**src/rtl/midi_tx_fifo_pkg.sv**
```systemverilog
// Shared MIDI router constants: byte width, TX FIFO sizing and status-byte values.
package midi_tx_fifo_pkg;

  localparam int unsigned MIDI_BYTE_W        = 8;
  localparam int unsigned TX_FIFO_DEPTH_LOG2 = 4;

  localparam logic [7:0] MIDI_NOTE_OFF     = 8'h80;
  localparam logic [7:0] MIDI_NOTE_ON      = 8'h90;
  localparam logic [7:0] MIDI_POLY_AT      = 8'hA0;
  localparam logic [7:0] MIDI_CTRL_CHANGE  = 8'hB0;
  localparam logic [7:0] MIDI_PROG_CHANGE  = 8'hC0;
  localparam logic [7:0] MIDI_CHAN_AT      = 8'hD0;
  localparam logic [7:0] MIDI_PITCH_BEND   = 8'hE0;
  localparam logic [7:0] MIDI_SYSEX        = 8'hF0;
  localparam logic [7:0] MIDI_EOX          = 8'hF7;
  localparam logic [7:0] MIDI_CLOCK        = 8'hF8;
  localparam logic [7:0] MIDI_ACTIVE_SENSE = 8'hFE;
  localparam logic [7:0] MIDI_SYS_RESET    = 8'hFF;

  function automatic logic is_status(input logic [7:0] b);
    return b[7];
  endfunction

  // System real-time bytes may be interleaved anywhere in a message.
  function automatic logic is_realtime(input logic [7:0] b);
    return b >= MIDI_CLOCK;
  endfunction

endpackage

```
**src/rtl/midi_tx_fifo_if.sv**
```systemverilog
// Push/pop handshake between router, TX FIFO and UART serialiser.
interface midi_tx_fifo_if
  import midi_tx_fifo_pkg::*;
#(
  parameter int unsigned WIDTH = MIDI_BYTE_W
);
  logic             wr;
  logic [WIDTH-1:0] data_i;
  logic             full_n;
  logic             rd;
  logic [WIDTH-1:0] data_o;
  logic             empty_n;

  modport master (
    output wr, data_i, rd,
    input  full_n, data_o, empty_n
  );

  modport slave (
    input  wr, data_i, rd,
    output full_n, data_o, empty_n
  );
endinterface

```
**src/rtl/midi_fifo_mem.sv**
```systemverilog
// DEPTH x WIDTH register file: reset clear, synchronous write, asynchronous read.
module midi_fifo_mem #(
  parameter int unsigned WIDTH      = 8,
  parameter int unsigned DEPTH_LOG2 = 4
) (
  input  logic                  clk,
  input  logic                  reset,
  input  logic                  we,
  input  logic [DEPTH_LOG2-1:0] waddr,
  input  logic [WIDTH-1:0]      wdata,
  input  logic [DEPTH_LOG2-1:0] raddr,
  output logic [WIDTH-1:0]      rdata
);
  localparam int unsigned Depth = 1 << DEPTH_LOG2;

  logic [WIDTH-1:0] mem_q [Depth];

  always_ff @(posedge clk or posedge reset) begin
    if (reset) begin
      for (int i = 0; i < Depth; i++) begin
        mem_q[i] <= '0;
      end
    end else if (we) begin
      mem_q[waddr] <= wdata;
    end
  end

  assign rdata = mem_q[raddr];

endmodule

```
**src/rtl/midi_tx_fifo.sv**
```systemverilog
// FWFT byte FIFO feeding the MIDI UART TX serialiser, with sticky overflow and high-water mark.
module midi_tx_fifo
  import midi_tx_fifo_pkg::*;
#(
  parameter int unsigned WIDTH      = MIDI_BYTE_W,
  parameter int unsigned DEPTH_LOG2 = TX_FIFO_DEPTH_LOG2
) (
  input  logic              clk,
  input  logic              reset,
  midi_tx_fifo_if.slave     bus,
  output logic [DEPTH_LOG2:0] level,
  output logic [DEPTH_LOG2:0] hwm,
  output logic              overflow,
  input  logic              clr
);
  localparam int unsigned LvlW = DEPTH_LOG2 + 1;

  typedef logic [LvlW-1:0]       lvl_t;
  typedef logic [DEPTH_LOG2-1:0] ptr_t;

  localparam lvl_t LvlFull = lvl_t'(1 << DEPTH_LOG2);

  ptr_t wr_ptr_q, rd_ptr_q;
  lvl_t level_q, level_d;
  lvl_t hwm_q, hwm_d;
  logic ovf_q, ovf_d;
  logic empty_n_q, full_n_q;
  logic push, pop, drop;

  always_comb begin
    pop  = bus.rd && (level_q != '0);
    // A pop in the same cycle frees the slot, so a full FIFO still accepts the push.
    push = bus.wr && ((level_q != LvlFull) || bus.rd);
    drop = bus.wr && !push;

    level_d = level_q;
    if (push && !pop) begin
      level_d = level_q + lvl_t'(1);
    end else if (pop && !push) begin
      level_d = level_q - lvl_t'(1);
    end

    hwm_d = hwm_q;
    if (clr || (level_d > hwm_q)) begin
      hwm_d = level_d;
    end

    // A drop in the same cycle as clr keeps the flag set.
    ovf_d = drop || (ovf_q && !clr);
  end

  always_ff @(posedge clk or posedge reset) begin
    if (reset) begin
      wr_ptr_q  <= '0;
      rd_ptr_q  <= '0;
      level_q   <= '0;
      hwm_q     <= '0;
      ovf_q     <= 1'b0;
      empty_n_q <= 1'b0;
      full_n_q  <= 1'b1;
    end else begin
      wr_ptr_q  <= wr_ptr_q + ptr_t'(push);
      rd_ptr_q  <= rd_ptr_q + ptr_t'(pop);
      level_q   <= level_d;
      hwm_q     <= hwm_d;
      ovf_q     <= ovf_d;
      empty_n_q <= (level_d != '0);
      full_n_q  <= (level_d != LvlFull);
    end
  end

  midi_fifo_mem #(
    .WIDTH      (WIDTH),
    .DEPTH_LOG2 (DEPTH_LOG2)
  ) u_mem (
    .clk   (clk),
    .reset (reset),
    .we    (push),
    .waddr (wr_ptr_q),
    .wdata (bus.data_i),
    .raddr (rd_ptr_q),
    .rdata (bus.data_o)
  );

  assign bus.full_n  = full_n_q;
  assign bus.empty_n = empty_n_q;
  assign level       = level_q;
  assign hwm         = hwm_q;
  assign overflow    = ovf_q;

endmodule

```
**src/flat_wrapper.sv**
```systemverilog
// flat-port wrapper written by rule: the top's interface ports become plain ports
module midi_tx_fifo_flat import midi_tx_fifo_pkg::*;
#(
  parameter int unsigned WIDTH      = MIDI_BYTE_W,
  parameter int unsigned DEPTH_LOG2 = TX_FIFO_DEPTH_LOG2
)
  (clk, reset, level, hwm, overflow, clr, bus_wr, bus_data_i, bus_rd, bus_full_n, bus_data_o, bus_empty_n);
  midi_tx_fifo_if #(.WIDTH(WIDTH)) bus_i ();
  input  logic clk;
  input  logic reset;
  output logic [DEPTH_LOG2:0] level;
  output logic [DEPTH_LOG2:0] hwm;
  output logic overflow;
  input  logic clr;
  input wire logic [$bits(bus_i.wr)-1:0] bus_wr;
  input wire logic [$bits(bus_i.data_i)-1:0] bus_data_i;
  input wire logic [$bits(bus_i.rd)-1:0] bus_rd;
  output wire logic [$bits(bus_i.full_n)-1:0] bus_full_n;
  output wire logic [$bits(bus_i.data_o)-1:0] bus_data_o;
  output wire logic [$bits(bus_i.empty_n)-1:0] bus_empty_n;
  assign bus_i.wr = bus_wr;
  assign bus_i.data_i = bus_data_i;
  assign bus_i.rd = bus_rd;
  assign bus_full_n = bus_i.full_n;
  assign bus_data_o = bus_i.data_o;
  assign bus_empty_n = bus_i.empty_n;
  midi_tx_fifo #(.WIDTH(WIDTH), .DEPTH_LOG2(DEPTH_LOG2)) u_core (.clk(clk), .reset(reset), .bus(bus_i), .level(level), .hwm(hwm), .overflow(overflow), .clr(clr));
endmodule
```
**config.mk**
```make
export PLATFORM = sky130hd
export DESIGN_NAME = midi_tx_fifo_flat
export DESIGN_NICKNAME = d
export VERILOG_FILES = /design/src/rtl/midi_tx_fifo_pkg.sv /design/src/rtl/midi_tx_fifo_if.sv /design/src/rtl/midi_fifo_mem.sv /design/src/rtl/midi_tx_fifo.sv /design/src/flat_wrapper.sv
export SDC_FILE = /design/constraint.sdc
export NUM_CORES = 1
export LEC_CHECK = 0
export CAP_MARGIN = 5
export CORE_UTILIZATION = 45
export CTS_CLUSTER_SIZE = 16
export DETAILED_ROUTE_END_ITERATION = 16
export SYNTH_ARGS = -nofsm -noshare
export SYNTH_HDL_FRONTEND = slang
export SYNTH_SLANG_ARGS = --single-unit
```
**constraint.sdc**
```tcl
create_clock -name clk -period 10.94 [get_ports clk]
set_input_delay 1.094 -clock clk [delete_from_list [all_inputs] [get_ports clk]]
set_output_delay 1.094 -clock clk [all_outputs]
set_load 0.05 [all_outputs]
```
==> impl_metrics.py <==
metrics = {
    "routing": {
        "dr_total_vias": 3841,
        "routedWlPerCell_um": 20.53,
        "drc_errors": 4,
        "vias_per_cell": 5.767,
        "firstDrtPassIters": 10,
        "drt_wl_total_mm": 13.67,
        "detail-route-antenna-nets": 0,
        "drtIter0Drc": 256,
    },
    "logic_synthesis": {
        "syn-num-nets": 465,
        "syn_avg_cell_area_um2": 15.58,
        "yosysSeqAreaShare_pct": 54.29,
        "synth_top_area_share_pct": 53.91,
        "synthTopCellsByArea": "dfrtp_1 54%, mux2_2 22%, mux4_2 13%",
        "synth_top_area_cell": "dfrtp_1",
        "synthCells": 441,
        "synth_area_um2": 6870,
        "yosysWarnings": 0,
        "synth_seq_cells": 149,
        "ys_types": 35,
    },
    "cells_and_area": {
        "syn_to_final_growth_pct": 15.44,
        "stdcell_count": 666,
        "drive_above_1_share_pct": 44.40,
        "multi_input_area_um2": 2989,
        "final_net_count": 493,
        "ff_latch_area_um2": 3731,
        "num-fill-cells": 1205,
        "diodes": 0,
    },
    "power": {
        "p_leak_nw": 3.400,
        "ir_drop_mv": 0.1548,
        "power_density_nw_per_um2": 346.0,
        "total_power_mw": 2.744,
    },
    "sta": {
        "maxSlewViolCount": 0,
        "fin_skew_ns": 0.01078,
        "max_slew_margin_pct": 36.23,
        "max_freq_mhz": 233.0,
        "setup_viol": 0,
        "final-hold-violation-count": 0,
        "tightest_slew_ns": 0.9566,
        "rsz0062_at_grt": "false",
        "timing.final.crit_share_pct": 39.23,
        "finalSetupTns_ns": 0,
        "period_minus_slack_ns": 4.292,
    },
    "setup_path": {
        "r2r-start": "u_core.level[0]$_DFF_PP0_",
        "crit_required_ns": 9.85,
        "r2r_slack_ns": 7.37,
        "cp-end-kind": "output pin",
        "critPathKind": "flip-flop to output pin",
        "r2r_end": "u_core.hwm[2]$_DFFE_PP0P_",
        "reg2regPathDepth": 12,
        "crit_arrival_ns": 3.20,
        "start_kind": "flip-flop",
        "critPathMaxFanout": 33,
    },
    "grt": {
        "use_met3_pct": 4.792,
        "antenna_found_initial": 0,
        "grt_max_degree": 89,
        "grt_pass1_wl_mm": 22.71,
        "use_met1_pct": 26.65,
        "met2_usage_pct": 30.39,
        "overflow": 0,
        "track_usage_pct": 19.26,
        "grt.busiest_layer": "met2",
        "first_global_vias": 4081,
    },
    "placed_design": {
        "port_buffers": 33,
        "dp_cells": 634,
        "hpwl_mm": 8.978,
        "gp_congestion": 0.7681,
    },
    "die": {
        "die_height_um": 125.6,
        "die_w_um": 125.6,
        "dieArea_um2": 15770,
        "num_rows": 44,
        "start_util_pct": 46.74,
        "core_um2": 14700,
        "io_pins": 34,
    },
    "cts": {
        "cts_made_buffers": 17,
        "cts_resized": 0,
        "cts.clk_slew.worst_paths_ns": 0.06,
        "cts_tree": "yes",
        "h-tree-depth": 4,
        "insertion_delay_ns": 0.42,
        "post_cts_buffers": 0,
        "clock_path_buffers": 2,
        "numClockSinks": 149,
        "cts_hold_buf": 0,
        "root_buffer": "clkbuf_16",
    },
    "min_path": {
        "hold_depth": 1,
        "min_to": "u_core.u_mem.mem_q[44]$_DFFE_PP0P_",
        "hp-class": "flip-flop to flip-flop",
        "hp-start": "u_core.u_mem.mem_q[44]$_DFFE_PP0P_",
    },
    "status": {
        "violations": "design-rule violations",
        "status": "complete, but fails checks",
    },
    "run": {
        "drv_cap": 0,
    },
}
[per-stage QoR]
step           util [%]  hold WS, ns  cell area [um^2]  setup slack, ns
3_3_place_gp      49.97       0.4815              7346            6.804
3_5_place_dp      49.97       0.4872              7346            6.542
2_1_floorplan         -       0.4739              6870            5.840
6_report          53.96       0.4968              7931            6.648
4_1_cts           53.96       0.5009              7931            6.575
5_1_grt           53.96       0.5114              7931            6.498
[critical path, stage by stage, from the launching register on]
cell,delay [ns]
dfrtp_2,0.33
buf_4,0.55
mux4_2,0.64
mux4_2,0.49
clkdlybuf4s50_1,0.72
[synth_stat cells, drive strengths merged]
cell,count
a22o,1
a31oi,1
or3b,1
nand4bb,1
nand3,14
nor4b,1
dfstp,1
nand2,5
a22oi,1
xnor2,5
nor3b,2
dfrtp,148
mux2,134
ha,11
nor2,8
nor2b,6
nor3,3
or4b,1
a211oi,1
and3,2
mux4,40
and4bb,1
clkbuf,21
buf,6
xor2,2
o21ai,2
nand4,3
mux2i,1
inv,10
a21oi,5
and2b,1
o22ai,2
[logic make-up (layout without fill, tap and decap cells)]
family | after synthesis | in the layout | share of synthesized area (%)
mux | 175 | 175 | 35.22
compound gates | 13 | 13 | 1.329
buf+inv | 37 | 78 | 2.204
xor+xnor | 7 | 7 | 0.8924
fa+ha+maj | 11 | 11 | 2.003
flops | 149 | 149 | 54.29
simple gates | 49 | 49 | 4.061
[power breakdown]
| part | internal, mW | switching [mW] |
|---|---|---|
| clock network | 0.347 | 0.224 |
| logic | 0.621 | 0.579 |
| registers | 0.814 | 0.159 |
| total | 1.78 | 0.963 |
[registers in the layout (all words and copies together), names as in the netlist]
name	flops
u_core.rd_ptr_q	4
u_core.u_mem.mem_q	128
u_core.bus.empty_n	1
u_core.overflow	1
u_core.hwm	5
u_core.wr_ptr_q	4
u_core.bus.full_n	1
u_core.level	5
[metal layers]
layer | share of wire, % | vias up
li1 | - | 1716
met1 | 48 | 2040
met2 | 48 | 60
met3 | 2.8 | 25
met4 | 1.2 | 0
met5 | 0 | -
[final cells by class]
| cell class | instances | share of cell area [%] |
|---|---|---|
| inverters | 10 | 0.5364 |
| multi-input cells | 255 | 37.69 |
| flip-flops and latches | 149 | 47.04 |
| repair buffers | 36 | 4.449 |
| well taps | 184 | 2.903 |
| clock inverters | 12 | 1.625 |
| clock buffers | 20 | 5.758 |
[worst max-delay path by stage]
stage	startpoint	end	depth (start not counted)
final	u_core.rd_ptr_q[0]$_DFF_PP0_	bus_data_o[3]	4
after floorplan	reset	u_core.bus.empty_n$_DFF_PP0_	1
after global routing	u_core.rd_ptr_q[0]$_DFF_PP0_	bus_data_o[4]	4
after CTS	u_core.rd_ptr_q[0]$_DFF_PP0_	bus_data_o[4]	4
after global placement	bus_rd	u_core.hwm[3]$_DFFE_PP0P_	9
after detailed placement	bus_rd	u_core.hwm[3]$_DFFE_PP0P_	10
[placed cells by master (no fill, tap or decap), types with 3 or more instances in the layout]
| master | count |
|---|---|
| a21oi_1 | 5 |
| buf_4 | 3 |
| clkbuf_16 | 17 |
| clkdlybuf4s50_1 | 33 |
| clkinv_2 | 4 |
| clkinvlp_4 | 3 |
| dfrtp_1 | 147 |
| ha_1 | 11 |
| inv_1 | 9 |
| mux2_2 | 133 |
| mux4_2 | 40 |
| nand2_1 | 5 |
| nand3_1 | 14 |
| nand4_1 | 3 |
| nor2_1 | 8 |
| nor2b_1 | 6 |
| nor3_1 | 3 |
| xnor2_1 | 5 |
Power figures use the tool's default switching activity.
